## src/rtl/pipe_pkg.sv

```systemverilog
`default_nettype none
// ============================================================================
// Module      : pipe_pkg
// Description : Shared definitions for the pipeline hazard sequencer:
//               PC-select encodings, sequencer state enum, default widths.
// Revision    : 1.0 - initial release
// ============================================================================
package pipe_pkg;

  // Default widths used when the top is instantiated without overrides
  localparam int DEF_REG_AW = 5;
  localparam int DEF_EXC_W  = 4;

  // Next-PC source select
  localparam logic [1:0] PCS_SEQ = 2'b00;  // PC + 4
  localparam logic [1:0] PCS_BR  = 2'b01;  // branch / jump / mispredict target
  localparam logic [1:0] PCS_VEC = 2'b10;  // exception vector
  localparam logic [1:0] PCS_EPC = 2'b11;  // return from exception

  // Sequencer states
  typedef enum logic [1:0] {
    ST_RUN       = 2'b00,
    ST_MD_WAIT   = 2'b01,
    ST_EXC_FLUSH = 2'b10,
    ST_EXC_VEC   = 2'b11
  } hz_state_t;

endpackage
`default_nettype wire

```

## src/rtl/md_wait_cnt.sv

```systemverilog
`default_nettype none
// ============================================================================
// Module      : md_wait_cnt
// Description : Loadable down-counter timing a multi-cycle multiply/divide.
//               Loads MD_LAT-1, decrements on request, abort clears it.
//               done is high whenever the count is zero.
// Revision    : 1.0 - initial release
// ============================================================================
module md_wait_cnt #(
  parameter int MD_LAT = 8
) (
  input  logic clk,
  input  logic rst_n,
  input  logic load,
  input  logic dec,
  input  logic abort,
  output logic done
);

  localparam int CW = $clog2(MD_LAT);
  localparam logic [CW-1:0] c_load_val = CW'(MD_LAT - 1);
  localparam logic [CW-1:0] c_one      = CW'(1);

  logic [CW-1:0] r_count;

  // Count register: abort wins over load, load wins over decrement
  always_ff @(posedge clk or negedge rst_n) begin
    if (!rst_n) begin
      r_count <= '0;
    end else if (abort) begin
      r_count <= '0;
    end else if (load) begin
      r_count <= c_load_val;
    end else if (dec && (r_count != '0)) begin
      r_count <= r_count - c_one;
    end
  end

  assign done = (r_count == '0);

endmodule
`default_nettype wire

```

## src/rtl/pipe_hazard_ctrl.sv

```systemverilog
`default_nettype none
// ============================================================================
// Module      : pipe_hazard_ctrl
// Description : Stall / flush / PC-select sequencer for the 5-stage pipeline.
//               Handles load-use stalls, multi-cycle op waits, branch and
//               mispredict redirects, and the exception / ERET sequence with
//               EPC and cause capture.
// Revision    : 1.0 - initial release
// ============================================================================
module pipe_hazard_ctrl
  import pipe_pkg::*;
#(
  parameter int REG_AW = DEF_REG_AW,
  parameter int EXC_W  = DEF_EXC_W,
  parameter int MD_LAT = 8,
  parameter int PC_W   = 32
) (
  input  logic              clk,
  input  logic              rst_n,
  input  logic [REG_AW-1:0] id_rs,
  input  logic [REG_AW-1:0] id_rt,
  input  logic              id_uses_rt,
  input  logic              ex_memread,
  input  logic [REG_AW-1:0] ex_rd,
  input  logic              id_isbr,
  input  logic              id_isj,
  input  logic              ex_mis,
  input  logic              ex_md_start,
  input  logic              exc_valid,
  input  logic [EXC_W-1:0]  exc_code,
  input  logic [PC_W-1:0]   exc_pc,
  input  logic              eret,
  output logic [1:0]        pc_sel,
  output logic              stall_if,
  output logic              stall_id,
  output logic              flush_if,
  output logic              flush_id,
  output logic              flush_ex,
  output logic              md_busy,
  output logic [PC_W-1:0]   epc,
  output logic [EXC_W-1:0]  cause,
  output logic              in_exc,
  output logic              double_fault
);

  hz_state_t r_state;
  hz_state_t w_state_nxt;

  logic w_load_use;
  logic w_exc_take;
  logic w_eret_take;
  logic w_md_load;
  logic w_md_dec;
  logic w_md_abort;
  logic w_md_done;

  // A load in EX whose destination feeds the instruction in ID; r0 never hazards
  assign w_load_use = ex_memread && (ex_rd != '0) &&
                      ((ex_rd == id_rs) || (id_uses_rt && (ex_rd == id_rt)));

  md_wait_cnt #(
    .MD_LAT (MD_LAT)
  ) u_md_cnt (
    .clk   (clk),
    .rst_n (rst_n),
    .load  (w_md_load),
    .dec   (w_md_dec),
    .abort (w_md_abort),
    .done  (w_md_done)
  );

  // State register
  always_ff @(posedge clk or negedge rst_n) begin
    if (!rst_n) begin
      r_state <= ST_RUN;
    end else begin
      r_state <= w_state_nxt;
    end
  end

  // Next state and pipeline controls; RUN decodes by priority, other states by state alone
  always_comb begin
    w_state_nxt = r_state;
    pc_sel      = PCS_SEQ;
    stall_if    = 1'b0;
    stall_id    = 1'b0;
    flush_if    = 1'b0;
    flush_id    = 1'b0;
    flush_ex    = 1'b0;
    w_exc_take  = 1'b0;
    w_eret_take = 1'b0;
    w_md_load   = 1'b0;
    w_md_dec    = 1'b0;
    w_md_abort  = 1'b0;

    case (r_state)
      ST_RUN: begin
        // An exception inside the handler, or an ERET outside it, is ignored
        // and lets the lower-priority hazards through
        if (exc_valid && !in_exc) begin
          w_exc_take  = 1'b1;
          stall_if    = 1'b1;
          flush_if    = 1'b1;
          flush_id    = 1'b1;
          flush_ex    = 1'b1;
          w_state_nxt = ST_EXC_FLUSH;
        end else if (eret && in_exc) begin
          w_eret_take = 1'b1;
          pc_sel      = PCS_EPC;
          flush_if    = 1'b1;
        end else if (ex_mis) begin
          pc_sel   = PCS_BR;
          flush_if = 1'b1;
          flush_id = 1'b1;
        end else if (ex_md_start) begin
          w_md_load   = 1'b1;
          w_state_nxt = ST_MD_WAIT;
        end else if (w_load_use) begin
          stall_if = 1'b1;
          stall_id = 1'b1;
          flush_id = 1'b1;
        end else if (id_isbr || id_isj) begin
          pc_sel   = PCS_BR;
          flush_if = 1'b1;
        end
      end

      ST_MD_WAIT: begin
        stall_if = 1'b1;
        stall_id = 1'b1;
        flush_ex = 1'b1;
        if (exc_valid && !in_exc) begin
          w_exc_take  = 1'b1;
          w_md_abort  = 1'b1;
          w_state_nxt = ST_EXC_FLUSH;
        end else if (w_md_done) begin
          w_state_nxt = ST_RUN;
        end else begin
          w_md_dec = 1'b1;
        end
      end

      ST_EXC_FLUSH: begin
        flush_if    = 1'b1;
        flush_id    = 1'b1;
        flush_ex    = 1'b1;
        w_state_nxt = ST_EXC_VEC;
      end

      ST_EXC_VEC: begin
        pc_sel      = PCS_VEC;
        flush_if    = 1'b1;
        w_state_nxt = ST_RUN;
      end

      default: begin
        w_state_nxt = ST_RUN;
      end
    endcase
  end

  // EPC / cause capture on the first (non-nested) exception only
  always_ff @(posedge clk or negedge rst_n) begin
    if (!rst_n) begin
      epc   <= '0;
      cause <= '0;
    end else if (w_exc_take) begin
      epc   <= exc_pc;
      cause <= exc_code;
    end
  end

  // Handler flag set when the vector is issued, cleared by ERET; double fault is sticky
  always_ff @(posedge clk or negedge rst_n) begin
    if (!rst_n) begin
      in_exc       <= 1'b0;
      double_fault <= 1'b0;
    end else begin
      if (w_eret_take) begin
        in_exc <= 1'b0;
      end else if (r_state == ST_EXC_VEC) begin
        in_exc <= 1'b1;
      end
      if (exc_valid && in_exc) begin
        double_fault <= 1'b1;
      end
    end
  end

  // Busy flag tracks occupancy of the wait state, including an abort leaving it
  always_ff @(posedge clk or negedge rst_n) begin
    if (!rst_n) begin
      md_busy <= 1'b0;
    end else begin
      md_busy <= (w_state_nxt == ST_MD_WAIT);
    end
  end

endmodule
`default_nettype wire

```

## config.mk

```make
export PLATFORM = sky130hd
export DESIGN_NAME = pipe_hazard_ctrl
export DESIGN_NICKNAME = d
export VERILOG_FILES = /design/src/rtl/pipe_pkg.sv /design/src/rtl/md_wait_cnt.sv /design/src/rtl/pipe_hazard_ctrl.sv
export SDC_FILE = /design/constraint.sdc
export NUM_CORES = 1
export LEC_CHECK = 0
export CAP_MARGIN = 20
export CORE_AREA = 2 2 72 91
export DETAILED_ROUTE_END_ITERATION = 8
export DIE_AREA = 0 0 74 93
export PLACE_DENSITY_LB_ADDON = 0.12
export SLEW_MARGIN = 20
export SYNTH_ARGS = -nofsm -noshare
export SYNTH_HDL_FRONTEND = slang
export SYNTH_SLANG_ARGS = --single-unit
```

## constraint.sdc

```tcl
create_clock -name clk -period 1.8 [get_ports clk]
set_input_delay 0.27 -clock clk [delete_from_list [all_inputs] [get_ports clk]]
set_output_delay 0.27 -clock clk [all_outputs]
set_load 0.02 [all_outputs]
```

Word-level counts from Yosys, hierarchy flattened:

Index checks and enable logic that the tools add are counted.

* logic and storage cells: 86
* register bits: 44

* add/subtract/negate cells: 1
* reductions and logical operators: 19
* multiplexer cells: 53
* equality and inequality tests: 6

Operator list (number)
* $mux W1: 35
* $mux W2: 8
* $eq A5 B5 Y1: 2
* $pmux W1 S2: 5
* $mux W3: 3
* $pmux W2 S4: 1
* $logic_and A1 B1 Y1: 7
* $reduce_bool A3 Y1: 2
* $reduce_or A2 Y1: 3
* $reduce_bool A5 Y1: 1
* $eq A2 B1 Y1 const B: 2
* $eq A2 B2 Y1 const B: 2
* $pmux W2 S2: 1
* $logic_not A3 Y1: 1
* $sub A3 B1 Y3 const B: 1
* $logic_not A2 Y1: 1
* $logic_or A1 B1 Y1: 2
* $reduce_bool A2 Y1: 1
* $logic_not A1 Y1: 1

Depth between registers and ports, before layout:

* word-level depth: 10
* mapped depth: 7
* mapped depth without buffers: 7

Cells and area by module:

A second synthesis with hierarchy kept.

* cell total of the unflattened synthesis: 164
* area, all modules: 2138.3 µm²

By module, submodules not included
* pipe_hazard_ctrl: seq. area each 1026.0 µm², instances 1, area each 1948.1 µm², cells an instance 146
* md_wait_cnt: seq. area each 75.1 µm², instances 1, area each 190.2 µm², cells an instance 18

Least setup slack after synthesis:

No wires, ideal clock.

* path type: input-to-output
* from: input port ex_rd[0]
* to: output port pc_sel[0]
* path slack: -176 ps
* path buffers: 0
* arrival: 1706 ps
* stages: 4
* cell sequence: or4_4 -> o211ai_2 -> nor2_2 -> nor4_1

* cells in the longest elaborated chain, start to end: 10
* elaborated cells between the ends (all ways): 13
* classes of those cells: eq/ne: 2; mux: 6; reduce/logical: 5

Ends and longest elaborated chain
* start, declared: line pipe_hazard_ctrl.sv:24 `input logic [REG_AW-1:0] ex_rd,`
* $eq A5 B5 Y1: line pipe_hazard_ctrl.sv:59 `((ex_rd == id_rs) || (id_uses_rt && (ex_rd == id_rt)));`
* $logic_and A1 B1 Y1: line pipe_hazard_ctrl.sv:59
* $logic_or A1 B1 Y1: line pipe_hazard_ctrl.sv:59
* $logic_and A1 B1 Y1 (*): line pipe_hazard_ctrl.sv:58 `assign w_load_use = ex_memread && (ex_rd != '0) &&`
* $mux W1 (*): line pipe_hazard_ctrl.sv:118 `end else if (w_load_use) begin`
* $mux W1 (*): line pipe_hazard_ctrl.sv:115 `end else if (ex_md_start) begin`
* $mux W1 (*): line pipe_hazard_ctrl.sv:111 `end else if (ex_mis) begin`
* $mux W2 (*): line pipe_hazard_ctrl.sv:107 `end else if (eret && in_exc) begin`
* $mux W2 (*): line pipe_hazard_ctrl.sv:100 `if (exc_valid && !in_exc) begin`
* $pmux W2 S2 (*): line pipe_hazard_ctrl.sv:96 `case (r_state)`
* end, declared: line pipe_hazard_ctrl.sv:33 `output logic [1:0] pc_sel,`

Every way passes the cells marked *; elsewhere a longest branch is shown, timed or not.

Worst setup path in the final report:

* from: register r_state[0]
* to: output port flush_if

* cells in the longest elaborated chain, start to end: 3
* elaborated cells between the ends (all ways): 5
* classes of those cells: eq/ne: 2; mux: 1; reduce/logical: 2

Ends and longest elaborated chain
* start, declared: line pipe_hazard_ctrl.sv:46 `hz_state_t r_state;`
* start signal, assigned: line pipe_hazard_ctrl.sv:77 `r_state <= w_state_nxt;`
* $eq A2 B2 Y1: line pipe_hazard_ctrl.sv:96
* $reduce_or A2 Y1 (no line)
* $pmux W1 S2 (*): line pipe_hazard_ctrl.sv:96
* end, declared: line pipe_hazard_ctrl.sv:36 `output logic flush_if,`

Marked as above.

==> impl_metrics.py <==
metrics = {
    "global_routing": {
        "grt_pass1_wl_mm": 8.576,
        "grt_max_degree": 23,
        "grt_use_met2_pct": 28.50,
        "grt_util_met3_pct": 5.172,
        "met1_usage_pct": 17.80,
        "grt.busiest_layer": "met2",
        "antenna_found_initial": 0,
        "overflow": 0,
        "track_usage_pct": 15.89,
        "grt_pass1_vias": 1929,
    },
    "pwr": {
        "seqPwrFrac_pct": 24.6,
        "p_leak_nw": 1.821,
        "p_total_w": 0.007179,
        "vdd_drop_max_mv": 1.059,
        "clkPwrFrac_pct": 11.4,
        "p_int_w": 0.004667,
        "power.density_mw_per_mm2": 1780,
        "net-switching-power_w": 0.002512,
        "combPwrFrac_pct": 64.1,
        "netSwitchingFraction_pct": 35.00,
    },
    "cells_and_area": {
        "final_common_cell": "clkdlybuf4s50_1",
        "nNetsFinal": 388,
        "multi_input_area_mm2": 0.001161,
        "fin_util_pct": 66.70,
        "diodes": 0,
        "mostFrequentLayoutCells": "clkdlybuf4s50_1 (80), dfrtp_1 (44), mux2_4 (36), buf_4 (36), buf_6 (16)",
        "drive_gt1_share_pct": 40.37,
        "fill_cells": 455,
        "seq_area_mm2": 0.001101,
        "area_growth_pct": 94.98,
    },
    "drt": {
        "drt_iter0_drc": 29,
        "dr.pass1.iters": 4,
        "drc": 0,
        "vias": 1848,
        "via_per_inst": 4.541,
        "wl_per_cell_um": 14.19,
        "routed_wl_mm": 5.775,
        "drtAntennaViolNets": 0,
    },
    "min_path": {
        "min_to": "double_fault",
        "hold-path-cell-count": 2,
        "hold_class": "in2reg",
        "min_from": "exc_valid",
    },
    "die": {
        "die_area_mm2": 0.006882,
        "die-width_um": 74,
        "rows": 32,
        "ios": 107,
        "die_height_um": 93,
        "start_util_pct": 34.21,
        "fp.coreArea_mm2": 0.006046,
    },
    "critical_path": {
        "cp.required_ns": 1.53,
        "crit_chain": "inv_2, ha_1, nor2_1, buf_4, a311oi_2, buf_4",
        "worstReg2RegEnd": "epc[28]",
        "r2r_setup_slack_ns": -0.03,
        "startpoint_type": "flip-flop",
        "cp_slowest_cell": "dfrtp_1",
        "r2r_cells": 9,
        "max_stage_delay_ns": 0.41,
        "crit_path_end_kind": "primary output",
        "worstPathArrival_ns": 1.61,
        "path_max_fanout": 3,
        "rr_startpoint": "r_state[1]",
        "crit_type": "reg2out",
        "crit_top_cell": "buf_4",
    },
    "synth": {
        "async_reset_ff_share_pct": 100.0,
        "synth_top_area_share_pct": 53.24,
        "synth_flop_cell": "dfrtp_1",
        "yosysWarningCount": 0,
        "syn-num-nets": 230,
        "synth_seq_area_share_pct": 53.24,
        "synthDistinctLibCells": 37,
        "synth_area_mm2": 0.002068,
        "synth-edff-count": 0,
        "synth_top_area_cell": "dfrtp_1",
        "synth.area.top_cells": "dfrtp_1 (53%), mux2_2 (18%), xor2_1 (3.8%)",
        "netlist_instances": 163,
        "avgSynthCellArea_um2": 12.69,
        "synth-seq-cells": 44,
    },
    "sta": {
        "fin_crit_ns": 1.879,
        "hold_ws_ns": 0.3358,
        "fin_crit_sh_pct": 104.4,
        "worst_pin_slew_ns": 0.4837,
        "slew_headroom_pct": 67.75,
        "final-setup-viol-count": 15,
        "drv_slew": 0,
        "rsz0062_at_grt": "yes",
        "finalHoldViolCount": 0,
        "finalWorstSetupSlack_ns": -0.07886,
        "skew_ns": 0.007737,
        "fmax_mhz": 532.2,
    },
    "clocking": {
        "clockRootBuffer": "clkbuf_8",
        "cts_buffers": 5,
        "clock-sinks": 44,
        "clock_latency_ns": 0.29,
        "cts_htree_levels": 2,
        "clk_pin_slew_ns": 0.08,
        "cts_tree": "yes",
        "clockBufferDepth": 2,
    },
    "status": {
        "violations": "negative setup slack",
        "outcome": "finished, violations left",
    },
    "placed_design": {
        "place_ws_ns": -0.8624,
        "hpwlAfterDp_mm": 4.016,
        "port_buffers": 106,
        "gp_congestion": 0.7998,
    },
    "run": {
        "maxCapViolCount": 0,
    },
}
==> critical path, delay by kind of cell, from the launching register on <==
family / cells / cell delay (ns)
simple gates: 1 / 0.07
buf+inv: 3 / 0.41
flops: 1 / 0.41
fa+ha+maj: 1 / 0.20
compound gates: 1 / 0.24
==> logic make-up after synthesis <==
family	after synthesis	synth area share (%)
flops	44	53.24
mux	36	19.60
simple gates	27	6.655
compound gates	26	8.712
xor+xnor	12	5.082
buf+inv	12	3.085
fa+ha+maj	6	3.630
==> worst max-delay path by stage <==
| stage | startpoint | to | cells past startpoint |
|---|---|---|---|
| floorplan | ex_rd[0] | pc_sel[0] | 4 |
| global placement | ex_rd[0] | flush_if | 6 |
| detailed placement | ex_rd[0] | flush_if | 6 |
| CTS | ex_rd[1] | stall_if | 6 |
| global route | r_state[0] | flush_if | 6 |
| finish | r_state[0] | flush_if | 6 |
==> layer usage <==
layer	vias to the layer above	part of all wire (%)
li1	885	-
met1	900	40
met2	57	52
met3	6	6.8
met4	0	0.88
met5	-	0
==> registers in the layout, summed over array words and instances (netlist names) <==
signal	count
cause	4
double_fault	1
u_md_cnt.r_count	3
r_state	2
epc	32
md_busy	1
in_exc	1
==> cell usage after synthesis (2+ instances only) <==
master   number
xnor2_1       3
inv_1         7
xor2_1        9
mux2_1        3
buf_6         2
mux2_2       33
o21ai_0       3
a21oi_1       9
buf_2         3
ha_1          6
nor2_1        9
nor4_1        2
dfrtp_1      44
nand2_1       7
==> repair_timing <==
item / in CTS / in global routing
hold buffers: 1 / 0
gates resized for setup: 98 / 62
pin swaps: 21 / 12
endpoints found under the hold margin: 20 / 0
buffers inserted: 7 / 5
endpoints found under the setup margin: 45 / 45
gates cloned: 2 / 1
==> power by group through the flow <==
stage / combinational (W) / clock, W / sequential (W)
after floorplan: 0.00134 / 0 / 0.00229
after global placement: 0.00371 / 0 / 0.00173
after detailed placement: 0.00371 / 0 / 0.00175
after CTS: 0.00407 / 0.000839 / 0.00174
after global routing: 0.00488 / 0.000864 / 0.00183
final: 0.00460 / 0.000817 / 0.00176
==> stage by stage <==
| stage | setup TNS [ns] | instances | area (µm²) |
|---|---|---|---|
| 6_report | -0.3785 | 407 | 4033 |
| 5_1_grt | -2.215 | 407 | 4033 |
| 3_3_place_gp | -9.008 | 386 | 3496 |
| 4_1_cts | -1.289 | 404 | 3786 |
| 2_1_floorplan | 0 | 163 | 2081 |
| 3_5_place_dp | -7.956 | 386 | 3496 |
==> final cells by class <==
| class | instances | share of cell area, % |
|---|---|---|
| Tap cell | 85 | 2.637 |
| Multi-Input combinational cell | 107 | 28.79 |
| Timing Repair Buffer | 156 | 37.48 |
| Inverter | 7 | 0.6516 |
| Sequential cell | 44 | 27.30 |
| Clock buffer | 7 | 2.389 |
| Clock inverter | 1 | 0.7446 |
No activity file was read; power rests on OpenSTA's default activity.
